File: src/rtl/free_list_if.sv
// Allocation/free handshake bundle between the write controllers, the egress
// free path and the free-list manager.
interface free_list_if #(
  parameter int N_PORTS = 4,
  parameter int ADDR_W  = 8
);
  logic [N_PORTS-1:0] alloc_req_i;
  logic [N_PORTS-1:0] alloc_gnt_o;
  logic [ADDR_W-1:0]  alloc_idx_o;
  logic               free_valid_i;
  logic [ADDR_W-1:0]  free_idx_i;
  logic               free_ready_o;
  logic               init_done_o;
  logic [ADDR_W:0]    free_count_o;
  logic               empty_o;
  logic               overflow_err_o;

  modport slave (
    input  alloc_req_i,
    input  free_valid_i,
    input  free_idx_i,
    output alloc_gnt_o,
    output alloc_idx_o,
    output free_ready_o,
    output init_done_o,
    output free_count_o,
    output empty_o,
    output overflow_err_o
  );

  modport master (
    output alloc_req_i,
    output free_valid_i,
    output free_idx_i,
    input  alloc_gnt_o,
    input  alloc_idx_o,
    input  free_ready_o,
    input  init_done_o,
    input  free_count_o,
    input  empty_o,
    input  overflow_err_o
  );
endinterface

File: src/rtl/free_list_mgr.sv
// Free-list manager: circular pool of buffer block indices, round-robin
// allocation to N_PORTS requesters, one grant per cycle, returned indices pushed back.
module free_list_mgr #(
  parameter int N_PORTS    = 4,
  parameter int NUM_BLOCKS = 256,
  parameter int ADDR_W     = $clog2(NUM_BLOCKS)
) (
  input  logic         clk,
  input  logic         rst_n,
  free_list_if.slave   bus
);

  localparam int              PTR_W    = (N_PORTS > 1) ? $clog2(N_PORTS) : 1;
  localparam logic [ADDR_W:0] FULL_CNT = (ADDR_W+1)'(NUM_BLOCKS);
  localparam logic [PTR_W:0]  NP_EXT   = (PTR_W+1)'(N_PORTS);

  typedef enum logic [0:0] {
    ST_INIT = 1'b0,
    ST_RUN  = 1'b1
  } state_e;

  state_e            state_q, state_d;
  logic [ADDR_W-1:0] head_q, head_d;
  logic [ADDR_W-1:0] tail_q, tail_d;
  logic [ADDR_W:0]   count_q, count_d;
  logic [PTR_W-1:0]  rr_q, rr_d;
  logic              empty_q;
  logic              ovf_q, ovf_d;

  logic [ADDR_W-1:0] mem [NUM_BLOCKS];
  logic [ADDR_W-1:0] head_data_q;
  logic              wr_en;
  logic [ADDR_W-1:0] wr_addr;
  logic [ADDR_W-1:0] wr_data;

  logic [N_PORTS-1:0] gnt;
  logic [PTR_W-1:0]   win;
  logic [PTR_W:0]     cand;
  logic               any_win;
  logic               grant_en;
  logic               pop;
  logic               push_req;
  logic               push_ok;
  logic               full;

  // First requester at or after the RR pointer, searching modulo N_PORTS.
  always_comb begin
    win     = rr_q;
    any_win = 1'b0;
    cand    = '0;
    for (int i = 0; i < N_PORTS; i++) begin
      cand = {1'b0, rr_q} + (PTR_W+1)'(i);
      if (cand >= NP_EXT) begin
        cand = cand - NP_EXT;
      end
      if (!any_win && bus.alloc_req_i[cand[PTR_W-1:0]]) begin
        any_win = 1'b1;
        win     = cand[PTR_W-1:0];
      end
    end
  end

  assign grant_en = (state_q == ST_RUN) && (count_q != '0) && any_win;

  for (genvar gi = 0; gi < N_PORTS; gi++) begin : g_gnt
    assign gnt[gi] = grant_en && (win == PTR_W'(gi));
  end

  assign pop      = grant_en;
  assign full     = (count_q == FULL_CNT);
  assign push_req = bus.free_valid_i && (state_q == ST_RUN);
  assign push_ok  = push_req && !full;

  always_comb begin
    state_d = state_q;
    head_d  = head_q;
    tail_d  = tail_q;
    count_d = count_q;
    rr_d    = rr_q;
    ovf_d   = ovf_q;
    wr_en   = 1'b0;
    wr_addr = tail_q;
    wr_data = bus.free_idx_i;

    case (state_q)
      ST_INIT: begin
        // Entry i gets value i; tail doubles as the init counter.
        wr_en   = 1'b1;
        wr_data = tail_q;
        tail_d  = tail_q + 1'b1;
        count_d = count_q + 1'b1;
        if (count_q == FULL_CNT - 1'b1) begin
          state_d = ST_RUN;
        end
      end
      ST_RUN: begin
        if (pop) begin
          head_d = head_q + 1'b1;
          rr_d   = (win == PTR_W'(N_PORTS - 1)) ? '0 : win + 1'b1;
        end
        if (push_ok) begin
          wr_en  = 1'b1;
          tail_d = tail_q + 1'b1;
        end
        if (push_req && full) begin
          ovf_d = 1'b1;
        end
        case ({push_ok, pop})
          2'b10:   count_d = count_q + 1'b1;
          2'b01:   count_d = count_q - 1'b1;
          default: count_d = count_q;
        endcase
      end
      default: state_d = ST_INIT;
    endcase
  end

  always_ff @(posedge clk or negedge rst_n) begin
    if (!rst_n) begin
      state_q <= ST_INIT;
      head_q  <= '0;
      tail_q  <= '0;
      count_q <= '0;
      rr_q    <= '0;
      empty_q <= 1'b1;
      ovf_q   <= 1'b0;
    end else begin
      state_q <= state_d;
      head_q  <= head_d;
      tail_q  <= tail_d;
      count_q <= count_d;
      rr_q    <= rr_d;
      empty_q <= (count_d == '0);
      ovf_q   <= ovf_d;
    end
  end

  // Registered read of the next head entry; a write landing on that address
  // (pool was empty, or count==1 with push+pop) is forwarded.
  always_ff @(posedge clk) begin
    if (wr_en) begin
      mem[wr_addr] <= wr_data;
    end
    head_data_q <= (wr_en && (wr_addr == head_d)) ? wr_data : mem[head_d];
  end

  assign bus.alloc_gnt_o    = gnt;
  assign bus.alloc_idx_o    = head_data_q;
  assign bus.free_ready_o   = (state_q == ST_RUN);
  assign bus.init_done_o    = (state_q == ST_RUN);
  assign bus.free_count_o   = count_q;
  assign bus.empty_o        = empty_q;
  assign bus.overflow_err_o = ovf_q;

endmodule

File: src/flat_wrapper.sv
// flat-port wrapper written by rule: the top's interface ports become plain ports
module free_list_mgr_flat 
#(
  parameter int N_PORTS    = 4,
  parameter int NUM_BLOCKS = 256,
  parameter int ADDR_W     = $clog2(NUM_BLOCKS)
)
  (clk, rst_n, bus_alloc_req_i, bus_free_valid_i, bus_free_idx_i, bus_alloc_gnt_o, bus_alloc_idx_o, bus_free_ready_o, bus_init_done_o, bus_free_count_o, bus_empty_o, bus_overflow_err_o);
  free_list_if #(.N_PORTS(N_PORTS), .ADDR_W(ADDR_W)) bus_i ();
  input  logic clk;
  input  logic rst_n;
  input wire logic [$bits(bus_i.alloc_req_i)-1:0] bus_alloc_req_i;
  input wire logic [$bits(bus_i.free_valid_i)-1:0] bus_free_valid_i;
  input wire logic [$bits(bus_i.free_idx_i)-1:0] bus_free_idx_i;
  output wire logic [$bits(bus_i.alloc_gnt_o)-1:0] bus_alloc_gnt_o;
  output wire logic [$bits(bus_i.alloc_idx_o)-1:0] bus_alloc_idx_o;
  output wire logic [$bits(bus_i.free_ready_o)-1:0] bus_free_ready_o;
  output wire logic [$bits(bus_i.init_done_o)-1:0] bus_init_done_o;
  output wire logic [$bits(bus_i.free_count_o)-1:0] bus_free_count_o;
  output wire logic [$bits(bus_i.empty_o)-1:0] bus_empty_o;
  output wire logic [$bits(bus_i.overflow_err_o)-1:0] bus_overflow_err_o;
  assign bus_i.alloc_req_i = bus_alloc_req_i;
  assign bus_i.free_valid_i = bus_free_valid_i;
  assign bus_i.free_idx_i = bus_free_idx_i;
  assign bus_alloc_gnt_o = bus_i.alloc_gnt_o;
  assign bus_alloc_idx_o = bus_i.alloc_idx_o;
  assign bus_free_ready_o = bus_i.free_ready_o;
  assign bus_init_done_o = bus_i.init_done_o;
  assign bus_free_count_o = bus_i.free_count_o;
  assign bus_empty_o = bus_i.empty_o;
  assign bus_overflow_err_o = bus_i.overflow_err_o;
  free_list_mgr #(.N_PORTS(N_PORTS), .NUM_BLOCKS(NUM_BLOCKS), .ADDR_W(ADDR_W)) u_core (.clk(clk), .rst_n(rst_n), .bus(bus_i));
endmodule
File: config.mk
export PLATFORM = sky130hd
export DESIGN_NAME = free_list_mgr_flat
export DESIGN_NICKNAME = d
export VERILOG_FILES = /design/src/rtl/free_list_if.sv /design/src/rtl/free_list_mgr.sv /design/src/flat_wrapper.sv
export SDC_FILE = /design/constraint.sdc
export NUM_CORES = 2
export LEC_CHECK = 0
export ABC_AREA = 1
export BUFFER_PORTS_ARGS = -buffer_cell sky130_fd_sc_hd__clkbuf_2
export CORE_ASPECT_RATIO = 1.1
export CORE_UTILIZATION = 45
export CTS_BUF_LIST = sky130_fd_sc_hd__clkbuf_4 sky130_fd_sc_hd__clkbuf_8 sky130_fd_sc_hd__clkbuf_16
export DETAILED_ROUTE_END_ITERATION = 8
export PLACE_DENSITY = 0.68
export SKIP_LAST_GASP = 1
export SYNTH_ARGS = -nofsm -noshare
export SYNTH_HDL_FRONTEND = slang
export SYNTH_SLANG_ARGS = --single-unit
File: constraint.sdc
create_clock -name clk -period 18 [get_ports clk]
set_input_delay 0 -clock clk [delete_from_list [all_inputs] [get_ports clk]]
set_output_delay 0 -clock clk [all_outputs]
set_load 0.1 [all_outputs]
---- Word-level counts from Yosys, hierarchy flattened ----
Memory sizes are Yosys's and may differ from the RTL's. A register that Yosys moved wholly into a read port is not among the register bits.
Index checks and enable logic that the tools add are counted.
storage, ports and cells
  logic and storage cells ................. 92
  register bits after elaboration ......... 30
  bits of input ports ..................... 15
  memories kept ........................... 1
  bits in writable memories ............... 2,048
  output and inout port bits .............. 25
cells by class
  bitwise operators ....................... 1
  multiplexer cells ....................... 34
  reductions and logical operators ........ 21
  equal/unequal tests ..................... 8
  $add $sub $neg .......................... 12
  $lt $le $gt $ge ......................... 8
memory list
  memory      depth  width  read ports  clocked after Yosys merged registers in  write ports  RTL line             source
  u_core.mem  256    8      1           1                                        1            free_list_mgr.sv:30  logic [ADDR_W-1:0] mem [NUM_BLOCKS];
operators by type and width
  kind                                                                                 number
  9-bit one-hot mux with 2 select lines                                                2
  8-bit 2-to-1 mux                                                                     4
  2-bit 2-to-1 mux                                                                     9
  8-bit by 1-bit adder with 8-bit output, second input constant                        2
  8-bit one-hot mux with 2 select lines                                                1
  1-bit 2-to-1 mux                                                                     13
  1-bit logical AND                                                                    12
  2-bit by 3-bit less-than comparator with 1-bit output, second input constant         4
  9-bit by 1-bit adder with 9-bit output, second input constant                        1
  9-bit by 8-bit equality test with 1-bit output, second input constant                1
  9-bit equality test, second input constant                                           1
  3-bit greater-or-equal comparator, second input constant                             3
  9-bit logical NOT                                                                    1
  9-bit nonzero test                                                                   1
  9-bit by 1-bit subtractor with 9-bit output, second input constant                   1
  1-bit binary-select mux with 2-bit select                                            4
  2-bit by 1-bit subtractor with 2-bit output, second input constant                   4
  2-bit by 2-bit adder with 3-bit output, second input constant                        2
  2-bit equality test, second input constant                                           3
  2-bit by 1-bit equality test with 1-bit output, second input constant                2
  1-bit logical NOT                                                                    4
  2-bit AND reduction                                                                  2
  2-bit by 1-bit adder with 3-bit output, second input constant                        1
  2-bit by 3-bit greater-or-equal comparator with 1-bit output, second input constant  1
  5 further kinds                                                                      5

---- Logic depth before layout (Yosys ltp) ----
  depth in word-level cells ............... 19
  mapped depth ............................ 22

---- Worst setup path before layout ----
No wires, ideal clock.
  path kind ............................... register -> register
  from .................................... register u_core.state_q (netlist: u_core.bus.free_ready_o)
  to ...................................... memory u_core.mem[0][6], data pin
  slack ................................... 4.527 ns
  period minus slack after synthesis ...... 13.473 ns
  arrival time ............................ 11.286 ns
  setup time .............................. 2.187 ns
  stages on the path, launching flop included .. 4
  path buffers ............................ 2
  cell sequence ........................... dfrtp_1 -> clkbuf_1 -> buf_1 -> o21ai_0
on the way
  cells in the longest elaborated chain, start to end .. 1
ends and longest elaborated chain
  element                   RTL line              source
  start: declaration        free_list_mgr.sv:22   state_e state_q, state_d;
  start signal: assignment  free_list_mgr.sv:128  state_q <= state_d;
  8-bit 2-to-1 mux          free_list_mgr.sv:85   case (state_q)
  net u_core.wr_data[6]     free_list_mgr.sv:34   logic [ADDR_W-1:0] wr_data;
  end: declaration          free_list_mgr.sv:30
The timed path passes the listed nets, and every way through them passes these cells.

==> flow_summary_export.csv <==
group,metric,value,unit
worst_setup_path,worst_setup_path_start_kind,"register",
finish,final_layout_size_suffix_gt1_share,6.86,%
timing,worstMarginPinSlew,1.35,ns
worst_setup_path,crit_top_cell,"nand3_1",
timing,maxSlewHeadroom,9.94,%
detailed_routing,drt_iter0_markers,6783,
clock_tree,cts_tree,"built",
clock_tree,root_buffer,"clkbuf_16",
finish,finalNonFillerCells,9797,
logic_synthesis,yosysMostFrequentCell,"nand2_1",
logic_synthesis,synthCells,7267,
die,fp.dieH,460,um
die,core_area,189000,um2
logic_synthesis,ys_warn_count,0,
pwr,peakVddDrop,0.0000959,V
worst_hold_path,hp-class,"primary input to register",
timing,grt_setup_unrepaired,"false",
clock_tree,cts_buffer_depth,3,
worst_setup_path,cp_top_family,"buffers and inverters",
logic_synthesis,syn_nets,7297,
place,port_buffers,39,
worst_setup_path,worst_ep_arrival_time,6.37,ns
logic_synthesis,synth-edff-count,2048,
logic_synthesis,yosys_most_used_dff,"edfxtp_1",
pwr,power,9360,uW
die,row_count,167,
global_routing,grt_max_degree,380,
worst_setup_path,cp_slowest_stage_delay,1.01,ns
detailed_routing,viasPerCell,5.73,
detailed_routing,wire_per_inst,23.2,um
detailed_routing,vias,56148,
clock_tree,cts_sinks,2086,
finish,area_delta_synth_final,9.47,%
timing,whs,-0.000712,ns
clock_tree,clk_latency,0.85,ns
worst_setup_path,worstPathRequired,18.00,ns
timing,slew_violations,0,
logic_synthesis,mappedNetlistArea,85800,um2
place,placed_cells,9411,
worst_setup_path,worst-setup-path-type,"register to output port",
global_routing,grt_pass1_vias,53237,
logic_synthesis,ys_seq_elements,2086,
run,max_cap_violations,0,
detailed_routing,dr.pass1.iters,6,
timing,final-hold-violation-count,1,
place,post-dp-hpwl,123,mm
die,io_pins,40,
place,gp_congestion,0.857,
die,dieWidth,418,um
clock_tree,path_clk_slew,0.06,ns
status,status,"complete, but fails checks",
worst_setup_path,slowest_stage,"dfxtp_4",
worst_setup_path,crit_fanout,171,
worst_setup_path,crit_path_end_kind,"output port",
clock_tree,htreeDepth,4,
pwr,powerDensity,99.6,nW/um2
logic_synthesis,ys_seq_area_share,72.7,%
timing,clock_skew,0.0615,ns
detailed_routing,finalWirelength,227,mm
die,initial_core_util,45.4,%
detailed_routing,drc,0,
timing,setup_viol,0,
timing,fin_crit_sh,35.4,%
finish,nNetsFinal,7125,
global_routing,antenna_found_initial,8,
global_routing,overflow,0,
timing,setup_tns,0,ns
global_routing,track_usage,23.3,%
logic_synthesis,synth_common_cells,"nand2_1 (2191), edfxtp_1 (2048), nand3_1 (2040)",
clock_tree,cts_resized,0,
timing,clock.fmax,157,MHz
timing,fin_crit,6.37,ns
logic_synthesis,ys_types,44,
global_routing,grt_first_pass_wirelength,338,mm
logic_synthesis,synth_area_per_cell,11.8,um2
clock_tree,cts_buffers,202,
detailed_routing,detail-route-antenna-nets,0,
logic_synthesis,yosysTopAreaCell,"edfxtp_1",
status,violations,"hold timing",
logic_synthesis,synthArstFlopShare,1.44,%
worst_setup_path,critPathBufInv,4,
logic_synthesis,synth_area_leaders,"edfxtp_1 (72%), nand3_1 (12%), nand2_1 (9.6%), buf_2 (1.5%), nor2_1 (1.2%)",
die,die-area,192000,um2
pwr,p_leak,0.0321,uW
worst_setup_path,worstPathCellList,"buf_12, buf_4, buf_4, nand2_1, nand3_1, nand3_1, nand3_1, nand3_1, nand3_1, nand3_1, nand2_1, nand2_1, nand2_1, clkbuf_2",
logic_synthesis,synth_top_area_share,71.7,%
-- area by class of cell --
type                    count  area (um2)
clock inverters            87         724
multi-input cells        4626       20600
inverters                  60         272
diodes                      2        5.00
flip-flops and latches   2086       62400
well taps                2535        3170
repair buffers            119         968
clock buffers             282        5740
fillers                 16197       94900
-- cell families after synthesis --
family                     after synthesis  share of synthesized area (%)
AOI/OAI and AO/OA                       42                          0.264
adders and majority gates               15                          0.219
xor gates and xnor gates                18                          0.201
buffers and inverters                  555                           3.35
DFF                                   2086                           72.7
and+or+nand+nor                       4551                           23.2
-- flip-flops by register name, summed over array words and instances, names as in the netlist, named ones only --
signal,cells
u_core.head_q,8
u_core.tail_q,8
u_core.bus.free_ready_o,1
u_core.bus.free_count_o,9
u_core.bus.empty_o,1
u_core.mem,2048
u_core.rr_q,2
u_core.bus.overflow_err_o,1
-- final timing paths --
check | from | endpoint | slack [ns] | depth (start not counted)
hold / removal | bus_free_idx_i[3] | u_core.mem[102][3]$_DFFE_PP_ | -0.0007 | 4
setup reg to reg | u_core.bus.free_ready_o$_DFF_PN0_ | u_core.mem[19][6]$_DFFE_PP_ | 13.42 | 6
min in group asynchronous | rst_n | u_core.bus.empty_o$_DFF_PN1_ | 0.25 | 3
hold reg to reg | u_core.bus.overflow_err_o$_DFFE_PN0P_ | u_core.bus.overflow_err_o$_DFFE_PN0P_ | 0.50 | 1
setup / recovery | register | bus_alloc_idx_o[0] | 11.63 | 14
max in group asynchronous | rst_n | u_core.head_q[3]$_DFF_PN0_ | 17.55 | 4
-- stage by stage --
step           setup WS [ns]  cell area (um2)  util, %
2_1_floorplan           4.53            85800        -
3_3_place_gp           12.36            87300     46.2
4_1_cts                11.50            93900     49.7
5_1_grt                11.27            93900     49.7
6_report               11.63            93900     49.7
3_5_place_dp           12.42            87300     46.2
-- worst register-to-register path, cell delays in order (launching register included) --
cell	delay, ns
dfrtp_2	0.55
buf_4	0.40
nand2_1	0.23
o21ai_4	0.26
buf_4	0.82
buf_4	0.98
buf_4	0.90
-- power breakdown --
| group | total [uW] | internal (uW) | switching, uW |
|---|---|---|---|
| Clock | 4100 | 2290 | 1810 |
| Combinational | 9.46 | 4.64 | 4.81 |
| Sequential | 5250 | 5250 | 0 |
| Total | 9360 | 7550 | 1810 |
-- routing by layer --
metal / wire [um] / track usage, % / share of wire (%) / up-vias
met5: 53 / 0 / 0.023 / -
met2: 109000 / 37.4 / 48 / 2876
met1: 87300 / 30.7 / 38 / 27344
met4: 10400 / 10.4 / 4.6 / 8
met3: 21000 / 4.73 / 9.3 / 508
li1: - / - / - / 25412
-- cells in the final DEF, fill, tap and decap left out, drive strengths merged --
| cell | count |
|---|---|
| clkinv | 75 |
| nand2 | 2195 |
| clkbuf | 321 |
| a31oi | 2 |
| o211ai | 1 |
| a22oi | 2 |
| o21ai | 27 |
| o21bai | 1 |
| xnor2 | 2 |
| or2 | 2 |
| nand3 | 2045 |
| nor2 | 284 |
| nor3b | 1 |
| dfstp | 1 |
| a21oi | 8 |
| nor4 | 2 |
| clkinvlp | 6 |
| bufinv | 4 |
| buf | 66 |
| nand4 | 14 |
| dfrtp | 29 |
| edfxtp | 2048 |
| xor2 | 16 |
| nor3 | 7 |
| inv | 62 |
| dfxtp | 8 |
| nand3b | 1 |
| a31o | 1 |
| dlygate4sd3 | 14 |
| diode | 2 |
| ha | 15 |
-- repair_timing --
action                                 4_1_cts  5_1_grt
buffers inserted                             0        0
endpoints found under the hold margin      170        0
hold buffers                                15        0
No activity file was read; power rests on OpenSTA's default activity.
